### src/rtl/tt_uart_rx_fifo.sv
// Purpose : 8N1 UART receiver (optional even parity via TT_UART_RX_PARITY_EN) feeding a 4-entry FWFT byte FIFO.
// Latency : a good byte is visible on rd_data/rd_valid the cycle after its stop-bit sample.
// Backpres: none on rx; a byte arriving while full with no same-cycle pop is dropped and flags overrun.
module tt_uart_rx_fifo #(
  parameter int CLKS_PER_BIT = 16,
  parameter int FIFO_DEPTH   = 4
) (
  input  logic       clk,
  input  logic       rst,
  input  logic       rx,
  input  logic       rd_en,
  input  logic       clr_err,
  output logic [7:0] rd_data,
  output logic       rd_valid,
  output logic [2:0] fifo_count,
  output logic       frame_err,
  output logic       overrun,
  output logic       parity_err
);

  localparam int CW = $clog2(CLKS_PER_BIT);
  localparam logic [CW-1:0] BIT_LAST  = CW'(CLKS_PER_BIT - 1);
  localparam logic [CW-1:0] HALF_LAST = CW'(CLKS_PER_BIT / 2 - 1);

`ifdef TT_UART_RX_PARITY_EN
  typedef enum logic [2:0] {IDLE, START, DATA, PARITY, STOP} state_t;
`else
  typedef enum logic [1:0] {IDLE, START, DATA, STOP} state_t;
`endif

  state_t        state, state_nxt;
  logic [CW-1:0] cnt, cnt_nxt;
  logic [2:0]    bit_idx, bit_nxt;
  logic [7:0]    shift, shift_nxt;
  logic          push, frame_set;
  logic          rx_meta, rx_sync, rx_prev;
  logic          fall;
`ifdef TT_UART_RX_PARITY_EN
  logic          par_bad, par_bad_nxt, par_set;
`endif

  logic [7:0]    mem [FIFO_DEPTH];
  logic [1:0]    wr_ptr, rd_ptr;
  logic          full, pop, wr_ok;

  // Two-flop synchronizer plus one history flop for falling-edge detection; idles high.
  always_ff @(posedge clk or posedge rst) begin
    if (rst) begin
      rx_meta <= 1'b1;
      rx_sync <= 1'b1;
      rx_prev <= 1'b1;
    end else begin
      rx_meta <= rx;
      rx_sync <= rx_meta;
      rx_prev <= rx_sync;
    end
  end

  assign fall = rx_prev & ~rx_sync;

  // Receiver state and bit-timing registers.
  always_ff @(posedge clk or posedge rst) begin
    if (rst) begin
      state   <= IDLE;
      cnt     <= '0;
      bit_idx <= '0;
      shift   <= '0;
`ifdef TT_UART_RX_PARITY_EN
      par_bad <= 1'b0;
`endif
    end else begin
      state   <= state_nxt;
      cnt     <= cnt_nxt;
      bit_idx <= bit_nxt;
      shift   <= shift_nxt;
`ifdef TT_UART_RX_PARITY_EN
      par_bad <= par_bad_nxt;
`endif
    end
  end

  // Next-state logic: start is re-checked at mid-bit, later bits sampled one bit period apart.
  always_comb begin
    state_nxt = state;
    cnt_nxt   = cnt + 1'b1;
    bit_nxt   = bit_idx;
    shift_nxt = shift;
    push      = 1'b0;
    frame_set = 1'b0;
`ifdef TT_UART_RX_PARITY_EN
    par_bad_nxt = par_bad;
    par_set     = 1'b0;
`endif
    case (state)
      IDLE: begin
        cnt_nxt = '0;
        bit_nxt = '0;
`ifdef TT_UART_RX_PARITY_EN
        par_bad_nxt = 1'b0;
`endif
        if (fall) state_nxt = START;
      end
      START: begin
        if (cnt == HALF_LAST) begin
          cnt_nxt   = '0;
          state_nxt = rx_sync ? IDLE : DATA;
        end
      end
      DATA: begin
        if (cnt == BIT_LAST) begin
          cnt_nxt   = '0;
          shift_nxt = {rx_sync, shift[7:1]};
          bit_nxt   = bit_idx + 1'b1;
          if (bit_idx == 3'd7) begin
`ifdef TT_UART_RX_PARITY_EN
            state_nxt = PARITY;
`else
            state_nxt = STOP;
`endif
          end
        end
      end
`ifdef TT_UART_RX_PARITY_EN
      PARITY: begin
        if (cnt == BIT_LAST) begin
          cnt_nxt   = '0;
          state_nxt = STOP;
          if (rx_sync != ^shift) begin
            par_bad_nxt = 1'b1;
            par_set     = 1'b1;
          end
        end
      end
`endif
      STOP: begin
        if (cnt == BIT_LAST) begin
          cnt_nxt   = '0;
          state_nxt = IDLE;
          if (!rx_sync) begin
            frame_set = 1'b1;
`ifdef TT_UART_RX_PARITY_EN
          end else if (!par_bad) begin
`else
          end else begin
`endif
            push = 1'b1;
          end
        end
      end
      default: state_nxt = IDLE;
    endcase
  end

  assign full     = (fifo_count == 3'd4);
  assign rd_valid = (fifo_count != 3'd0);
  assign pop      = rd_en & rd_valid;
  // When full, a same-cycle pop frees the head slot, which is exactly where wr_ptr points.
  assign wr_ok    = push & (~full | pop);
  assign rd_data  = mem[rd_ptr];

  // FIFO storage, pointers and occupancy.
  always_ff @(posedge clk or posedge rst) begin
    if (rst) begin
      for (int i = 0; i < FIFO_DEPTH; i++) mem[i] <= '0;
      wr_ptr     <= '0;
      rd_ptr     <= '0;
      fifo_count <= '0;
    end else begin
      if (wr_ok) begin
        mem[wr_ptr] <= shift;
        wr_ptr      <= wr_ptr + 1'b1;
      end
      if (pop) rd_ptr <= rd_ptr + 1'b1;
      case ({wr_ok, pop})
        2'b10:   fifo_count <= fifo_count + 1'b1;
        2'b01:   fifo_count <= fifo_count - 1'b1;
        default: fifo_count <= fifo_count;
      endcase
    end
  end

  // Sticky error flags; a new error in the clearing cycle keeps its flag set.
  always_ff @(posedge clk or posedge rst) begin
    if (rst) begin
      frame_err <= 1'b0;
      overrun   <= 1'b0;
    end else begin
      frame_err <= frame_set | (frame_err & ~clr_err);
      overrun   <= (push & full & ~pop) | (overrun & ~clr_err);
    end
  end

`ifdef TT_UART_RX_PARITY_EN
  // Sticky parity flag, same clear/set priority as the other flags.
  always_ff @(posedge clk or posedge rst) begin
    if (rst) parity_err <= 1'b0;
    else     parity_err <= par_set | (parity_err & ~clr_err);
  end
`else
  assign parity_err = 1'b0;
`endif

endmodule

### config.mk
export PLATFORM = sky130hd
export DESIGN_NAME = tt_uart_rx_fifo
export DESIGN_NICKNAME = d
export VERILOG_FILES = /design/src/rtl/tt_uart_rx_fifo.sv
export SDC_FILE = /design/constraint.sdc
export NUM_CORES = 1
export LEC_CHECK = 0
export ABC_AREA = 0
export BUFFER_PORTS_ARGS = -buffer_cell sky130_fd_sc_hd__buf_2
export CORE_UTILIZATION = 40
export DETAILED_ROUTE_END_ITERATION = 7
export HOLD_SLACK_MARGIN = 0.1
export PLACE_DENSITY = 0.61
export SYNTH_ARGS = -nofsm -noshare
export SYNTH_HDL_FRONTEND = slang
export SYNTH_SLANG_ARGS = --single-unit
### constraint.sdc
create_clock -name clk -period 2.2 [get_ports clk]
set_clock_uncertainty 0.15 [all_clocks]
set_input_delay 0.33 -clock clk [delete_from_list [all_inputs] [get_ports clk]]
set_output_delay 0.33 -clock clk [all_outputs]
set_load 0.005 [all_outputs]
==> summary.txt, run 1 <==
Synth area leaders - dfrtp_1, mux2_2, mux4_2
Synthesized area - 2859 µm²
Worst path cell trace - nor4b_4 -> nor3_4 -> inv_1 -> ha_2 -> inv_1 -> fa_2 -> xor2_1 -> nor2_1 -> xor2_1
Clock buffer depth - 2
Final WS setup - 72.31 ps
DPL Wire Length - 3.307 mm
Warning count from the yosys run - 0
CTS sink count - 61
Remaining global-route overflow - 0
Asr flop ratio synth - 100.0%
Endpoints failing setup - 0
Inserted Diodes - 0
First-pass GRT wire length - 8.369 mm
CTS tree - built
Nets - 250
Fin crit period - 2128 ps
GRT Util Overall - 15.30%
Data required time of the critical path - 2310 ps
Initial core utilization - 41.85%
Post-synth cell types - 38
Residual DRC count - 0
Syn_area_per_cell - 14.74 µm²
Worst path bufs/invs - 2
Total CTS buffers - 9
Initial antenna violation count - 0
Crit-path leading delay family - simple AND/OR/NAND/NOR gates
Die X - 86.54 µm
Die Ht - 86.54 µm
CP Capture Type - flop
Cells after Synth - 194
FMAX - 470.0 MHz
Cell accounting for the most synthesized area - dfrtp_1
Worst EP arrival - 2240 ps
Fin. max-slew vios - 0
Place WS - 32.68 ps
IO buf count - 18
Clock-pin slew on the worst setup and hold paths - 70 ps
Seq/Total Area, Yosys - 53.52%
Area growth from synthesis to layout - 21.09%
Crit path max-delay cell type - dfrtp_1
Status - finished clean
# rows - 30
Top_reg_cell synth - dfrtp_1
Top cell type's share of synthesized area - 50.77%
EDFF count, synth - 0
Total wire length - 5.120 mm
Root buf cell - clkbuf_8
Post-Syn Nets - 208
Drt pass-1 iters - 4
Die area - 7489 µm²
Post-route ant nets - 0
Routed WL per cell - 15.19 µm
Via count - 1,686
Vias in the first global route - 1,639
Hold_ws - 210.9 ps
Layout cells sized above 1 - 47.72%
GP Congestion - 0.6768
I/O pin count - 20
Crit Path Class - reg2reg
Worst hold path type - reg2reg
MaxCap Viol Count - 0
Max Fanout on Critical Path - 3
Pwr Density - 975.6 nW/µm²
Fillers - 597
Critical Path Start Type - flop
Worst-skew pair later-pin latency - 340 ps
Seq cells post-synth - 61
CP peak stage delay - 410 ps
Initial DRC count - 112
Static Leak - 1.649 nW
H-tree depth - 3
Final Cycle Share - 96.71%
Worst VDD drop - 415.1 µV
Avg Vias per Cell - 5.003
Pin count of the biggest net entering global routing - 44
Final Hold Fails - 0
Core ar. - 6832 µm²
layer usage:
layer | GRT usage (%) | wire, µm | part of all wire [%]
met1 | 21.98 | 2577 | 50
met2 | 21.00 | 2324 | 45
met5 | 0 | 0 | 0
met4 | 5.455 | 23 | 0.45
met3 | 5.905 | 194 | 3.8
synthesized netlist by cell type (2+ instances only):
| library cell | count |
|---|---|
| xnor2_1 | 4 |
| buf_4 | 3 |
| a21oi_1 | 3 |
| nor2b_1 | 3 |
| xor2_1 | 3 |
| dfstp_2 | 3 |
| nor2_1 | 6 |
| mux4_2 | 8 |
| nand2_1 | 7 |
| a31oi_1 | 2 |
| ha_1 | 8 |
| a22o_1 | 5 |
| nor4b_4 | 5 |
| inv_1 | 9 |
| nand2b_1 | 2 |
| dfrtp_1 | 58 |
| mux2_2 | 42 |
| clkbuf_1 | 2 |
| buf_2 | 2 |
layout by cell type, fill, tap and decap left out, drive strengths merged, types with 6 or more instances in the layout:
| master | instances |
|---|---|
| buf | 37 |
| clkbuf | 11 |
| dfrtp | 58 |
| ha | 8 |
| inv | 9 |
| mux2 | 42 |
| mux4 | 8 |
| nand2 | 7 |
| nor2 | 6 |
flip-flops by register name, summed over array words and instances, names as in the netlist, 2 cells and up, named ones only:
signal and count:
mem 32, shift 8, fifo_count 3, bit_idx 3, rd_ptr 2, wr_ptr 2, cnt 4
worst paths after layout:
kind	startpoint	to	slack [ps]	cells past startpoint
setup / recovery	fifo_count[1]$_DFFE_PP0P_	fifo_count[2]$_DFFE_PP0P_	70	9
hold / removal	rx_meta$_DFF_PP1_	rx_sync$_DFF_PP1_	210	0
setup reg to reg	fifo_count[1]$_DFFE_PP0P_	fifo_count[2]$_DFFE_PP0P_	70	9
hold reg to reg	rx_meta$_DFF_PP1_	rx_sync$_DFF_PP1_	210	0
max in group asynchronous	rst	rx_prev$_DFF_PP1_	900	4
min in group asynchronous	rst	shift[4]$_DFFE_PP0P_	380	3
timing repair:
action                                 4_1_cts  5_1_grt
resized for setup                            0        3
buffers inserted                             0        0
endpoints found under the hold margin       19        0
hold buffers                                 3        0
setup endpoints to repair                    0        2
logic make-up after synthesis:
kind of cell	share of synthesized area [%]
flops	53.52
compound gates	4.770
xor+xnor	2.144
buf+inv	3.107
mux	23.19
simple gates	8.928
other cells	0.1312
fa+ha+maj	4.201
power by group:
part           internal, mW  leakage (nW)  switching [mW]
Clock                 0.634         0.103           0.428
Sequential             1.25         0.816           0.133
Combinational         0.462         0.730           0.472
per-stage QoR:
step	setup TNS, ps	total power, mW	instance area [µm²]	utilization (%)	instances
5_1_grt	-9.080	3.575	3462	50.68	337
3_3_place_gp	0	2.288	3212	47.01	318
4_1_cts	0	3.406	3451	50.51	337
6_report	0	3.378	3462	50.68	337
3_5_place_dp	0	2.315	3212	47.01	318
2_1_floorplan	-252.0	2.025	2864	-	194
final cells by class:
class / instances / area, µm² / share of cell area (%)
Clock buffer: 11 / 131.4 / 3.795
Clock inverter: 5 / 77.57 / 2.241
Inverter: 9 / 33.78 / 0.9758
Multi-Input combinational cell: 115 / 1256 / 36.28
Sequential cell: 61 / 1530 / 44.20
Tap cell: 96 / 120.1 / 3.469
Timing Repair Buffer: 40 / 312.8 / 9.035
(Power assumes the default switching activity.)
==> inputs of run 2 (changes only) <==
--- a/config.mk
+++ b/config.mk
@@ -7,10 +7,10 @@
 export LEC_CHECK = 0
 export ABC_AREA = 0
 export BUFFER_PORTS_ARGS = -buffer_cell sky130_fd_sc_hd__buf_2
-export CORE_UTILIZATION = 40
+export CORE_UTILIZATION = 30
 export DETAILED_ROUTE_END_ITERATION = 7
 export HOLD_SLACK_MARGIN = 0.1
-export PLACE_DENSITY = 0.61
+export PLACE_DENSITY = 0.49
 export SYNTH_ARGS = -nofsm -noshare
 export SYNTH_HDL_FRONTEND = slang
 export SYNTH_SLANG_ARGS = --single-unit
==> summary.txt, run 2 (synthesized netlist as in run 1, its figures left out) <==
Status - finished clean
CP peak stage delay - 370 ps
Pin count of the biggest net entering global routing - 62
DPL Wire Length - 3.368 mm
Drt pass-1 iters - 4
Uppermost layer routed - met4
Crit-path leading delay family - adder cells
Endpoints failing setup - 0
Worst path bufs/invs - 2
Fin crit period - 2056 ps
Avg Vias per Cell - 4.497
MaxCap Viol Count - 0
Combinational group share of total power - 28.8%
Switch share - 32.39%
Initial core utilization - 30.94%
FMAX - 486.3 MHz
IO buf count - 18
Critical path startpoint - cnt[1]$_DFF_PP0_
Die area - 9924 µm²
RSZ-0062 raised after global routing - no
Worst-skew pair later-pin latency - 340 ps
Number of setup buffers added after CTS - 0
Fin util - 37.56%
Net Switching - 1.023 mW
Critical R2R Launch - cnt[1]$_DFF_PP0_
Crit Path Class - reg2reg
Core ar. - 9240 µm²
Root buf cell - clkbuf_8
Internal Power - 2.136 mW
Max Fanout on Critical Path - 3
CTS tree - built
Static Leak - 1.627 nW
Remaining global-route overflow - 0
Nets - 250
Most frequent cells in the layout - dfrtp_1, mux2_2, buf_2, buf_4, clkbuf_8
Inserted Diodes - 0
Initial DRC count - 52
Clock buffer depth - 2
Fin. max-slew vios - 0
Residual DRC count - 0
Clock-pin slew on the worst setup and hold paths - 70 ps
Data required time of the critical path - 2270 ps
Initial antenna violation count - 0
Worst VDD drop - 302.2 µV
GP Congestion - 0.6866
Total CTS buffers - 9
CTS sink count - 61
Pwr Density - 910.3 nW/µm²
Crit path max-delay cell type - dfrtp_1
First-pass GRT wire length - 9.087 mm
CP Capture Type - flop
Reg power frac - 43.5%
GRT Util Overall - 12.22%
Top reg by flops - mem
Final Cycle Share - 93.47%
Critical Path Start Type - flop
Worst hold path type - reg2reg
Area of the multi-input gates - 1250 µm²
Worst path cell trace - ha_2 -> nand4_4 -> nor3_2 -> inv_1 -> ha_1 -> inv_1 -> fa_2 -> xor2_1 -> nor2_1 -> xor2_1
Max reg flops - 32
Area growth from synthesis to layout - 21.40%
Met3 WL - 215 µm
Post-route ant nets - 0
WL met2 - 2.357 mm
Worst EP arrival - 2120 ps
Placed insts - 351
Final WS setup - 143.6 ps
Routed WL per cell - 14.24 µm
H-tree depth - 3
Die X - 99.62 µm
WL met1 - 2.626 mm
Vias in the first global route - 1,699
Via count - 1,664
# rows - 35
Die Ht - 99.62 µm
Clock share of power - 27.7%
Total wire length - 5.267 mm
Most common cell after layout, fill and taps aside - dfrtp_1
Hold_ws - 207.8 ps
Post-Layout Cell Count - 370
Worst hold start - rx_meta$_DFF_PP1_
Seq. cell area - 1530 µm²
Layout cells sized above 1 - 47.72%
I/O pin count - 20
Fillers - 885
Regs by FF count - mem (32), shift (8), cnt (4)
Final Hold Fails - 0
Place WS - 61.64 ps
## run 2: cell count changes in the layout (fill, tap and decap cells not counted)
cell / delta
nor3_4: -1
clkbuf_8: +1
nor3_2: +1
buf_4: -1
buf_12: +1
bufinv_16: -2
clkinvlp_4: +1
## run 2: final cells by class
| cell class | count | area share (%) |
|---|---|---|
| well taps | 129 | 4.650 |
| multi-input cells | 115 | 36.01 |
| flip-flops and latches | 61 | 44.09 |
| clock inverters | 4 | 0.7210 |
| inverters | 9 | 0.9733 |
| repair buffers | 40 | 9.373 |
| clock buffers | 12 | 4.182 |
## run 2: layer usage
metal  GRT usage, %  vias up
met5              0        -
met4          4.072        0
met3          4.638        7
met2          16.93       27
met1          17.41      844
li1               -      786
## run 2: what timing repair did
item | CTS | global route
gates resized for setup | 0 | 2
hold endpoints to repair | 60 | 0
setup endpoints to repair | 0 | 1
hold buffers | 3 | 0
## run 2: stage by stage
| step | power, mW | TNS [ps] | cell area, µm² |
|---|---|---|---|
| after global routing | 3.370 | 0 | 3471 |
| after global placement | 2.300 | 0 | 3266 |
| after detailed placement | 2.307 | 0 | 3266 |
| after floorplan | 2.025 | -252.0 | 2864 |
| final | 3.160 | 0 | 3471 |
| after CTS | 3.208 | 0 | 3466 |
## run 2: worst paths after layout
path                                             end  slack, ps  cells past startpoint
max reg2reg                fifo_count[2]$_DFFE_PP0P_        140                     10
max in group asynchronous          rx_prev$_DFF_PP1_       1150                      4
max                        fifo_count[2]$_DFFE_PP0P_        140                     10
min in group asynchronous        mem[12]$_DFFE_PP0P_        450                      4
min reg2reg                        rx_sync$_DFF_PP1_        210                      0
min                                rx_sync$_DFF_PP1_        210                      0
## run 2: power groups by stage
stage / clock [mW] / combinational [mW] / sequential (mW)
final: 0.876 / 0.909 / 1.37
after global routing: 0.963 / 1.02 / 1.39
after CTS: 0.909 / 0.920 / 1.38
after detailed placement: 0 / 0.908 / 1.40
after global placement: 0 / 0.906 / 1.39
after floorplan: 0 / 0.668 / 1.36
